<file path="src/rtl/clk_div_gen_pkg.sv">
// Shared definitions for the multi-channel programmable clock divider.
// Holds the per-channel FSM state encoding and the default half-period width.
package clk_div_gen_pkg;

  typedef enum logic [1:0] {
    CLKDIV_IDLE     = 2'd0,
    CLKDIV_RUN      = 2'd1,
    CLKDIV_STOPPING = 2'd2
  } clkdiv_state_e;

  localparam int CLKDIV_DEFAULT_W  = 16;
  localparam int CLKDIV_DEFAULT_CH = 2;

endpackage

</file>
<file path="src/rtl/clk_div_gen_channel.sv">
// One divider channel: run/stop FSM, half-period counter and pending reload register.
// The divided clock only stops at a falling boundary, so no high phase is ever cut short.
module clk_div_channel
  import clk_div_gen_pkg::*;
#(
  parameter int DIV_W = CLKDIV_DEFAULT_W
) (
  input  logic             clk,
  input  logic             rst_n,
  input  logic             ch_enable_i,
  input  logic [DIV_W-1:0] div_value_i,
  input  logic             div_load_i,
  output logic             div_clk_o,
  output logic             tick_o,
  output logic             running_o,
  output logic             load_pend_o
);

  clkdiv_state_e    state_q, state_d;
  logic [DIV_W-1:0] cnt_q, cnt_d;
  logic [DIV_W-1:0] half_q, half_d;
  logic [DIV_W-1:0] pend_q, pend_d;
  logic             pend_vld_q, pend_vld_d;
  logic             div_clk_q, div_clk_d;
  logic             tick_q, tick_d;
  logic             boundary;
  logic             fall;

  // half_q is kept normalised (never 0), so H-1 cannot underflow
  assign boundary = (cnt_q == half_q - DIV_W'(1));
  assign fall     = (state_q != CLKDIV_IDLE) && boundary && div_clk_q;

  always_comb begin
    state_d    = state_q;
    cnt_d      = cnt_q;
    half_d     = half_q;
    pend_d     = pend_q;
    pend_vld_d = pend_vld_q;
    div_clk_d  = div_clk_q;
    tick_d     = 1'b0;

    case (state_q)
      CLKDIV_IDLE: begin
        cnt_d     = '0;
        div_clk_d = 1'b0;
        if (ch_enable_i) state_d = CLKDIV_RUN;
      end
      CLKDIV_RUN, CLKDIV_STOPPING: begin
        if (!ch_enable_i && !div_clk_q) begin
          state_d = CLKDIV_IDLE;
          cnt_d   = '0;
        end else begin
          if (boundary) begin
            cnt_d     = '0;
            div_clk_d = ~div_clk_q;
            tick_d    = ~div_clk_q;
          end else begin
            cnt_d = cnt_q + DIV_W'(1);
          end
          // a stop request during the high phase waits for the falling boundary
          if (ch_enable_i)  state_d = CLKDIV_RUN;
          else if (fall)    state_d = CLKDIV_IDLE;
          else              state_d = CLKDIV_STOPPING;
        end
      end
      default: begin
        state_d   = CLKDIV_IDLE;
        cnt_d     = '0;
        div_clk_d = 1'b0;
      end
    endcase

    if (pend_vld_q && ((state_q == CLKDIV_IDLE) || fall)) begin
      half_d     = (pend_q == '0) ? DIV_W'(1) : pend_q;
      pend_vld_d = 1'b0;
    end

    // a fresh capture always wins, so it is never lost to a same-cycle apply
    if (div_load_i) begin
      pend_d     = div_value_i;
      pend_vld_d = 1'b1;
    end
  end

  always_ff @(posedge clk or negedge rst_n) begin
    if (!rst_n) begin
      state_q    <= CLKDIV_IDLE;
      cnt_q      <= '0;
      half_q     <= DIV_W'(1);
      pend_q     <= '0;
      pend_vld_q <= 1'b0;
      div_clk_q  <= 1'b0;
      tick_q     <= 1'b0;
    end else begin
      state_q    <= state_d;
      cnt_q      <= cnt_d;
      half_q     <= half_d;
      pend_q     <= pend_d;
      pend_vld_q <= pend_vld_d;
      div_clk_q  <= div_clk_d;
      tick_q     <= tick_d;
    end
  end

  assign div_clk_o   = div_clk_q;
  assign tick_o      = tick_q;
  assign running_o   = (state_q != CLKDIV_IDLE);
  assign load_pend_o = pend_vld_q;

endmodule

</file>
<file path="src/rtl/clk_div_gen.sv">
// Multi-channel programmable 50% duty clock divider.
// Each channel is an independent clk_div_channel; this level only slices the buses.
module clk_div_gen
  import clk_div_gen_pkg::*;
#(
  parameter int NUM_CH = CLKDIV_DEFAULT_CH,
  parameter int DIV_W  = CLKDIV_DEFAULT_W
) (
  input  logic                    clk,
  input  logic                    rst_n,
  input  logic [NUM_CH-1:0]       ch_enable,
  input  logic [NUM_CH*DIV_W-1:0] div_value,
  input  logic [NUM_CH-1:0]       div_load,
  output logic [NUM_CH-1:0]       div_clk,
  output logic [NUM_CH-1:0]       tick,
  output logic [NUM_CH-1:0]       running,
  output logic [NUM_CH-1:0]       load_pend
);

  for (genvar i = 0; i < NUM_CH; i++) begin : g_ch
    clk_div_channel #(
      .DIV_W(DIV_W)
    ) u_ch (
      .clk        (clk),
      .rst_n      (rst_n),
      .ch_enable_i(ch_enable[i]),
      .div_value_i(div_value[i*DIV_W +: DIV_W]),
      .div_load_i (div_load[i]),
      .div_clk_o  (div_clk[i]),
      .tick_o     (tick[i]),
      .running_o  (running[i]),
      .load_pend_o(load_pend[i])
    );
  end

endmodule
</file>
<file path="config.mk">
export PLATFORM = sky130hd
export DESIGN_NAME = clk_div_gen
export DESIGN_NICKNAME = d
export VERILOG_FILES = /design/src/rtl/clk_div_gen_pkg.sv /design/src/rtl/clk_div_gen_channel.sv /design/src/rtl/clk_div_gen.sv
export SDC_FILE = /design/constraint.sdc
export NUM_CORES = 1
export LEC_CHECK = 0
export ABC_AREA = 1
export BUFFER_PORTS_ARGS = -buffer_cell sky130_fd_sc_hd__buf_4
export CORE_MARGIN = 10
export CORE_UTILIZATION = 30
export CTS_BUF_LIST = sky130_fd_sc_hd__clkbuf_8
export DETAILED_ROUTE_END_ITERATION = 16
export GPL_TIMING_DRIVEN = 0
export PLACE_DENSITY = 0.5
export SYNTH_ARGS = -nofsm -noshare
export SYNTH_HDL_FRONTEND = slang
export SYNTH_SLANG_ARGS = --single-unit
</file>
<file path="constraint.sdc">
create_clock -name clk -period 5.1 [get_ports clk]
set_input_delay 0.51 -clock clk [delete_from_list [all_inputs] [get_ports clk]]
set_output_delay 0.51 -clock clk [all_outputs]
set_load 0.05 [all_outputs]
</file>
After elaboration in Yosys (flattened, before gate mapping)
Cells that the tools add are included.
Widths: inputs -> output; s select.
{"block": "classes", "add_sub_neg": 4, "eq_ne": 12, "n_mux": 34, "n_bitwise": 2, "reduce_logical": 26}
{"op": "$mux 16", "count": 8}
{"op": "$add 16x1->16 const B", "count": 2}
{"op": "$eq 16x16->1", "count": 2}
{"op": "$logic_not 16->1", "count": 2}
{"op": "$sub 16x1->16 const B", "count": 2}
{"op": "$mux 1", "count": 16}
{"op": "$mux 2", "count": 8}
{"op": "$logic_and 1x1->1", "count": 8}
{"op": "$ne 2x2->1 const B", "count": 4}
{"op": "$pmux 2 s2", "count": 2}
{"op": "$reduce_bool 2->1", "count": 4}
{"op": "$eq 2x1->1 const B", "count": 2}
{"op": "$eq 2x2->1 const B", "count": 2}
{"op": "$logic_not 1->1", "count": 4}
{"op": "$logic_not 2->1", "count": 2}
{"op": "$ne 2x1->1 const B", "count": 2}
{"op": "$reduce_and 2->1", "count": 2}
{"op": "$reduce_or 2->1", "count": 2}
{"op": "$logic_or 1x1->1", "count": 2}
{"op": "$not 1->1", "count": 2}
{"block": "word_totals", "register_bits": 106, "input_bits": 38, "output_inout_bits": 8, "elab_cells": 92}

Depth between registers and ports, before layout
Gate-level depths: netlist of run 1.
{"block": "depth", "word_depth": 8, "mapped_depth": 17, "depth_no_buf": 16}

By module
Synthesis of run 1 repeated with hierarchy kept, for this count alone.
{"block": "unflattened", "cells_unflattened": 827, "area_unflattened_um2": 6209.7}
{"mod": "clk_div_channel at g_ch[0].u_ch", "n_inst": 1, "cells_each": 413, "area_per_inst_um2": 3120.5}
{"mod": "clk_div_channel at g_ch[1].u_ch", "n_inst": 1, "cells_each": 414, "area_per_inst_um2": 3089.2}

Worst setup path after synthesis of run 1
No wires, ideal clock.
{"block": "synth_path", "kind": "register -> register", "from": "register g_ch[0].u_ch.half_q[0]", "to": "register g_ch[0].u_ch.half_q[7]", "setup_time_ns": 0.117, "arrival_time_ns": 2.077, "t_required_ns": 4.983, "setup_slack_ns": 2.906, "stages_incl_launch_ff": 15, "n_path_buf": 1, "path_cell_list": "dfstp_2 -> inv_1 -> ha_1 -> or2_1 -> nand3_1 -> nand3_1 -> nor2_1 -> nand2_1 -> nor2_1 -> nand4_2 -> nand2_4 -> nand2_4 -> buf_6 -> nand2_1 -> nand2_1"}
{"block": "synth_via", "elab_chain_len": 6}
{"element": "from (decl)", "line": "clk_div_gen_channel.sv:21", "text": "logic [DIV_W-1:0] half_q, half_d;"}
{"element": "from (signal assigned)", "line": "clk_div_gen_channel.sv:97", "text": "half_q <= half_d;"}
{"element": "$sub 16x1->16", "line": "clk_div_gen_channel.sv:30", "text": "assign boundary = (cnt_q == half_q - DIV_W'(1));"}
{"element": "$eq 16x16->1", "line": "clk_div_gen_channel.sv:30"}
{"element": "$logic_and 1x1->1 (2 in a row)", "line": "clk_div_gen_channel.sv:31", "text": "assign fall = (state_q != CLKDIV_IDLE) && boundary && div_clk_q;"}
{"element": "$logic_or 1x1->1", "line": "clk_div_gen_channel.sv:73", "text": "if (pend_vld_q && ((state_q == CLKDIV_IDLE) || fall)) begin"}
{"element": "$logic_and 1x1->1", "line": "clk_div_gen_channel.sv:73"}
Every way passes these cells.
A chain may end at the register's enable or synchronous reset.

Final worst setup path of run 1
{"block": "layout_path", "from": "register g_ch[0].u_ch.half_q[0]", "to": "register g_ch[0].u_ch.half_q[10]"}
The elaborated chain is that of the path after synthesis.

==> results of run 1 <==
## cells in the mapped netlist, drive strengths merged, types with 6 or more instances
library cell / number / area (sq um)
nand2: 223 / 875
inv: 108 / 405
dfrtp: 104 / 2600
nor2: 98 / 427
nand3: 70 / 365
o21ai: 42 / 210
xor2: 37 / 324
nand4: 22 / 144
buf: 16 / 124
xnor2: 16 / 140
nor3: 12 / 75.1
clkbuf: 11 / 42.5
ha: 8 / 100
nand3b: 8 / 60.1
a21oi: 6 / 30.0
## report_power, final
| group | internal, uW | leakage, uW | switching, uW | total, uW |
|---|---|---|---|---|
| Combinational | 300 | 0.00199 | 499 | 799 |
| Sequential | 941 | 0.00136 | 111 | 1050 |
| Clock | 242 | 0.000104 | 319 | 561 |
## per-layer routing
| metal | vias up | global-route usage [%] |
|---|---|---|
| met1 | 2201 | 16.0 |
| met2 | 66 | 15.9 |
| met4 | 0 | 3.57 |
| met5 | - | 0 |
| met3 | 12 | 2.48 |
| li1 | 2641 | - |
## worst paths after layout
| kind | to | slack, ns | depth (start not counted) |
|---|---|---|---|
| worst max-delay path | g_ch[0].u_ch.half_q[10] | 2.46 | 14 |
| worst min-delay path | g_ch[1].u_ch.pend_q[5] | 0.04 | 1 |
| worst max register to register | g_ch[0].u_ch.half_q[10] | 2.46 | 14 |
| worst min register to register | g_ch[1].u_ch.half_q[0] | 0.50 | 2 |
| max in group asynchronous | g_ch[1].u_ch.half_q[0] | 4.39 | 2 |
| min in group clk | g_ch[1].u_ch.pend_q[7] | 0.31 | 3 |
## area by class of cell
cell class | instances | area, sq um | share of cell area [%]
Buffer | 27 | 166 | 2.37
Inverter | 108 | 405 | 5.78
Timing Repair Buffer | 46 | 369 | 5.26
Tap cell | 270 | 338 | 4.81
Clock buffer | 10 | 138 | 1.96
Clock inverter | 6 | 63.8 | 0.909
Multi-Input combinational cell | 561 | 2880 | 41.1
Sequential cell | 106 | 2660 | 37.8
## kinds of logic after synthesis
kind of cell	after synthesis	synth area share (%)
AND/OR/NAND/NOR	440	32.6
buffers and inverters	135	9.36
flip-flops	106	43.4
AO/OA/AOI/OAI	60	5.38
XOR/XNOR	53	7.60
adder cells (fa/ha/maj)	8	1.64
## flip-flops by register name (all words and copies together), names as in the netlist
register	count
g_ch.u_ch.cnt_q	32
g_ch.u_ch.half_q	32
g_ch.u_ch.pend_q	32
g_ch.u_ch.state_q	4
g_ch.u_ch.div_clk_o	2
g_ch.u_ch.load_pend_o	2
g_ch.u_ch.tick_o	2
## per-stage QoR
stage                     power (uW)  utilization, %  worst slack (ns)  hold slack, ns
after global placement          1870            33.6              2.48           0.476
after CTS                       2440            34.8              2.45          0.0419
final                           2410            34.8              2.46          0.0408
after floorplan                 1660               -              2.91           0.214
after global routing            2610            34.8              2.17          0.0589
after detailed placement        1880            33.8              2.48           0.477
==> impl_results.md, run 1 <==
* Fin nets at between 900 and 1000
* Final setup TNS at 0 ns
* Leakage Power at roughly 0.0035 uW
* Clock buffer depth at 2
* Post-CTS sizing at 0
* Synthesized area at about 6100 sq um
* DRT antenna net count at 0
* Worst path slowest cell: dfstp_2
* Top delay family on crit path: simple AND/OR/NAND/NOR gates
* # setup viols final at 0
* DRC at 0
* Vias per cell at between 4 and 5
* Layout fillers at about 2200
* Commonest non-fill, non-tap cell in the layout: nand2_1
* DIE AREA at 26500 sq um
* Crit path launch type: flip-flop
* CTS sink cnt at about 110
* Final Hold Viols at 0
* IO Port Bufs at 45
* Rel. slew slack at between 60% and 70%
* DPL Wire Length at between 10000 and 15000 um
* Layout cells sized above 1 at between 10% and 20%
* Worst setup path category: reg2reg
* First-pass GRT wire length at around 24000 um
* Unrepaired setup endpoints after global routing: false
* TritonCTS clock tree: done
* Max-slew violation count at 0
* DP Cell Count at approximately 1100
* Fin cells at about 1100
* Crit Path Max Fanout at 10
* Dpl cell area at 6820 sq um
* Die Height at around 160 um
* Most used cell, CP: nand2_1
* Required time worst endpoint at ~5.4 ns
* Pre-antenna DRT Iters at 4
* Fin crit period at about 2.6 ns
* Max Fclk at 379 MHz
* Final WL at ~14000 um
* Root Driver: clkbuf_8
* 1st-iter DRT viols at approximately 270
* Area growth from synthesis to layout at 14.9%
* Num CTS Buffers at 9
* Status: complete, no violations
* Htree depth at 3
* Count of hold-fix buffers inserted at cts at 0
* Total track usage at roughly 11%
* Routed wl met2 at slightly below 6000 um
* Critical Path Start: g_ch[0].u_ch.half_q[0]
* Mapped Avg Cell Area at approximately 7.6 sq um
* Kind of end point of the critical path: flip-flop
* Global route overflow at 0
* EDFF count, synth at 0
* Post-synthesis sequential area ratio at a little over two fifths
* M1 wire length at between 7000 and 8000 um
* Ys Warns at 0
* Starting density of the core at a little under a third
* N_diodes at 0
* Yosys cell types at 39
* Worst path max stage delay at 0.41 ns
* Placer Congestion at 0.879
* Final instance area at approximately 7000 sq um
* DR top layer: met4
* Peak VDD IR at ~120 uV
* Synth async-reset ratio at between 90% and 100%
* Routed len/inst at ~12 um
* Vias at between 4000 and 5000
* WP buf/inv at 2
* Setup bufs post-CTS at 0
* Largest net degree at the start of global routing at slightly below 60
* Met3 wire len at 461 um
* Post-Route Skew at 0.0119 ns
* Die width at approximately 160 um
* Crit share post-route at around half
* Origin of the critical flop-to-flop path: g_ch[0].u_ch.half_q[0]
* Synth Flop Type: dfrtp_1
* I/O pin count at 46
* Worst-path cell chain: inv_1 > ha_1 > nand2_1 > nor2_1 > nand3b_1 > xor2_1 > nand2_1 > nor2_2 > nand4_2 > nand2_4 > nand2_4 > buf_6 > nand2_1 > nand2_1
* Post-synthesis cell count at approximately 800
* Site Rows at 52
* Yosys reg bits at approximately 110
* Max Cap Violations at 0
* Slew @ Worst Pin at 0.484 ns
* Vias in the first global route at roughly 4900
* CP Data Arrival Time at between 2 and 3 ns
* Clock-pin slew on the worst setup and hold paths at about 0.11 ns
* Syn_nets at around 850
* Initial antenna violation count at 0
* Worst skew pair latency at between 0.3 and 0.4 ns
* Pwr Density at roughly 340 nW/um^2
* Most frequent cells in the layout: nand2_1 (216), inv_1 (104), dfrtp_1 (104), nor2_1 (88), nand3_1 (67)
* Core footprint at 20200 sq um
* Worst min path class: in2async
(Power assumes the default switching activity.)
==> run 2: changes to the inputs <==
- ABC_AREA: 1 -> 0
- PLACE_DENSITY: 0.5 -> 0.51
- clock period: 5.1 -> 2.2 ns (I/O delays scaled with it)
==> run 2 against run 1 <==
The run now ends with setup timing left. Register-to-register slack got worse by 3.2 ns. Wire length fell by 8.0%. Hold slack better by 0.010 ns. Clock skew rose by 0.0011 ns. Flip-flop and latch count unchanged. First-iteration DRC count decreased by 14%. Critical path depth is 5 lower. Maximum frequency down 8.7%. Final cell count is 26% lower. Synthesized area fell by 7.6%. Synthesized cell count is 36% lower. Global-route usage decreased by 0.36 points. Critical path type unchanged. Largest power group unchanged.
==> impl_results.md, run 2 <==
* Status: complete, but fails checks (was complete, no violations)
* Failing checks: setup timing
* Starting density of the core at 30.3% (about the same)
* Top cells by count, synth: dfrtp_1 (104), nor2_1 (55), mux2_2 (54) (was nand2_1 (216), dfrtp_1 (104), inv_1 (103))
* Final instance area at 7150 sq um (was 7020 sq um)
* Dominant cells by area after synthesis: dfrtp_1 (46%), mux2_2 (11%), xnor2_1 (5.6%) (was dfrtp_1 (43%), nand2_1 (13%), inv_1 (6.3%))
* Crit path launch type: flip-flop (unchanged)
* Peak VDD IR at 384 uV (was 121 uV)
* DRC at 0 (unchanged)
* Worst setup path category: reg2reg (unchanged)
* Leakage Power at 0.00295 uW (was 0.00346 uW)
* Max Cap Violations at 0 (unchanged)
* Layout fillers at 1826 (was 2215)
* Fin crit period at 2.89 ns (was 2.64 ns)
* Final worst slack at -0.688 ns (was 2.46 ns)
* 1st-iter DRT viols at 229 (was 266)
* Area growth from synthesis to layout at 26.5% (was 14.9%)
* Largest net degree at the start of global routing at 107 (was 58)
* Core footprint at 18600 sq um (was 20200 sq um)
* Final setup TNS at -38.89 ns (was 0 ns)
* Routed len/inst at 15.2 um (was 12.3 um)
* Post-Route Skew at 0.0131 ns (was 0.0119 ns)
* Worst min path class: in2reg (was in2async)
* Crit Path Max Fanout at 10 (unchanged)
* Layout cells sized above 1 at 39.5% (was 12.6%)
* Pwr Density at 783 nW/um^2 (was 344 nW/um^2)
* Dpl ws at -1.11 ns (was 2.48 ns)
* Synth Flop Type: dfrtp_1 (unchanged)
* Worst skew pair latency at 0.39 ns (about the same)
* Initial antenna violation count at 0 (unchanged)
* Clock-pin slew on the worst setup and hold paths at 0.11 ns (about the same)
* Kind of end point of the critical path: flip-flop (unchanged)
* Most frequent cells in the layout: dfrtp_1 (101), buf_4 (69), mux2_2 (47), xnor2_1 (36), nor2_1 (33) (was nand2_1 (216), inv_1 (104), dfrtp_1 (104), nor2_1 (88), nand3_1 (67))
* Top flop regs: g_ch.u_ch.cnt_q: 32 flops, g_ch.u_ch.half_q: 32 flops, g_ch.u_ch.pend_q: 32 flops (unchanged)
* Vias in the first global route at 4232 (was 4852)
* Root Driver: clkbuf_8 (unchanged)
* Clock buffer depth at 2 (unchanged)
* Ys Warns at 0 (unchanged)
* Synth top area share at 46.1% (was 42.6%)
* Fin cells at 842 (was 1134)
* Vias at 4097 (was 4920)
* Reg area at 2660 sq um (about the same)
* Fin util at 38.3% (was 34.8%)
* N_diodes at 0 (unchanged)
* DRT antenna net count at 0 (unchanged)
* Rel. slew slack at 56.3% (was 67.7%)
* Htree depth at 3 (unchanged)
* Multi-input logic area at 3110 sq um (was 2880 sq um)
* Post-synthesis sequential area ratio at 47.0% (was 43.4%)
* TritonCTS clock tree: done (unchanged)
* Commonest non-fill, non-tap cell in the layout: dfrtp_1 (was nand2_1)
* DP Cell Count at 792 (was 1118)
* Final WL at 12800 um (was 13900 um)
* Synth async-reset ratio at 100% (unchanged)
* Vias per cell at 4.87 (was 4.34)
* Mapped Avg Cell Area at 11.0 sq um (was 7.62 sq um)
* Die Height at 157 um (was 163 um)
* Num CTS Buffers at 9 (unchanged)
* Die width at 157 um (was 163 um)
* Max Fclk at 346 MHz (was 379 MHz)
* Syn_nets at 561 (was 848)
* DIE AREA at 24700 sq um (was 26500 sq um)
* Crit share post-route at 131% (was 51.7%)
* CTS sink cnt at 106 (unchanged)
* Max-slew violation count at 0 (unchanged)
* I/O pin count at 46 (unchanged)
* # setup viols final at 72 (was 0)
* Placer Congestion at 0.831 (was 0.879)
* Global route overflow at 0 (unchanged)
* Yosys cell types at 59 (was 39)
* Synthesized area at 5650 sq um (was 6110 sq um)
* Final Hold Viols at 0 (unchanged)
* Total track usage at 10.7% (was 11.1%)
* CP Data Arrival Time at 3.17 ns (was 2.93 ns)
* EDFF count, synth at 0 (unchanged)
* Most common cell in the netlist: dfrtp_1 (was nand2_1)
* Yosys reg bits at 106 (unchanged)
* Post-synthesis cell count at 515 (was 802)
* IO Port Bufs at 43 (was 45)
* Fin nets at 649 (was 905)
* Largest area contributor in the netlist: dfrtp_1 (unchanged)
* First-pass GRT wire length at 21400 um (was 24200 um)
* Pre-antenna DRT Iters at 4 (unchanged)
* DPL Wire Length at 9120 um (was 10800 um)
* Site Rows at 50 (was 52)
* Required time worst endpoint at 2.48 ns (was 5.39 ns)
* Slew @ Worst Pin at 0.655 ns (was 0.484 ns)
* Dpl cell area at 6330 sq um (was 6820 sq um)
* Unrepaired setup endpoints after global routing: true (was false)
-- run 2: cell count changes after synthesis, sizes merged, moves of 8 or more --
cell,previous run,this run
nor4,3,20
o21ai,42,4
xnor2,16,36
nand4,22,14
and3,1,9
mux2,0,63
inv,108,13
nand3,70,15
nand2,223,17
nor2,98,55
-- run 2: cells by family after synthesis --
group | after synthesis | share of synthesized area, %
compound gates | 38 | 5.05
xor+xnor | 67 | 10.4
fa+ha+maj | 8 | 1.77
buf+inv | 41 | 3.63
flops | 106 | 47.0
mux | 69 | 14.2
simple gates | 186 | 17.9
-- run 2: final timing paths --
check / startpoint / to / slack (ns) / cells after the start
max: g_ch[0].u_ch.half_q[5] / g_ch[0].u_ch.half_q[14] / -0.69 / 9
min: div_value[5] / g_ch[0].u_ch.pend_q[5] / 0.05 / 2
max reg2reg: g_ch[0].u_ch.half_q[5] / g_ch[0].u_ch.half_q[14] / -0.69 / 9
min reg2reg: g_ch[0].u_ch.pend_q[0] / g_ch[0].u_ch.pend_q[0] / 0.52 / 1
max in group asynchronous: rst_n / g_ch[0].u_ch.half_q[0] / 1.28 / 3
min in group asynchronous: rst_n / g_ch[1].u_ch.pend_q[7] / 0.23 / 2
-- run 2: critical path, stage by stage, from the launching register on --
cell	delay [ns]
dfrtp_2	0.47
or4_4	0.54
or4_4	0.53
a21oi_2	0.14
o22ai_2	0.11
nor4_4	0.21
buf_4	0.18
a31oi_4	0.12
buf_8	0.19
mux2_4	0.29
-- run 2: repair_timing --
item                                    in CTS  in global routing
gates resized for setup                     63                 24
pin swaps                                   22                 10
hold buffers                                 1                  1
endpoints found under the setup margin      72                 72
gates cloned                                 2                  0
setup buffers                               33                  4
endpoints found under the hold margin        1                 20
-- run 2: through the flow --
step | hold slack, ns | total power, uW
global placement | 0.423 | 4050
finish | 0.0510 | 5600
detailed placement | 0.425 | 4090
CTS | 0.0208 | 5590
global route | 0.0228 | 5920
floorplan | -0.0756 | 3670
-- run 2: metal layers --
metal  global-route usage [%]  part of all wire, %  vias up  wire (um)
met2                     16.9                   47       51       5980
li1                         -                    -     1997          -
met4                     3.74                  1.4        0        183
met1                     14.1                   48     2035       6150
met3                     2.32                  3.9       14        504
met5                        0                    0        -          0
-- run 2: final cells by class --
type	count	area share (%)
flip-flops and latches	106	37.2
repair buffers	80	9.60
clock inverters	7	0.718
inverters	13	0.683
multi-input cells	368	43.6
plain buffers	25	2.38
well taps	234	4.10
clock buffers	9	1.73
-- run 2: power by group --
part | internal [uW] | switching, uW | total [uW]
Clock | 421 | 726 | 1150
Sequential | 2230 | 378 | 2600
Combinational | 997 | 849 | 1850
Total | 3640 | 1950 | 5600
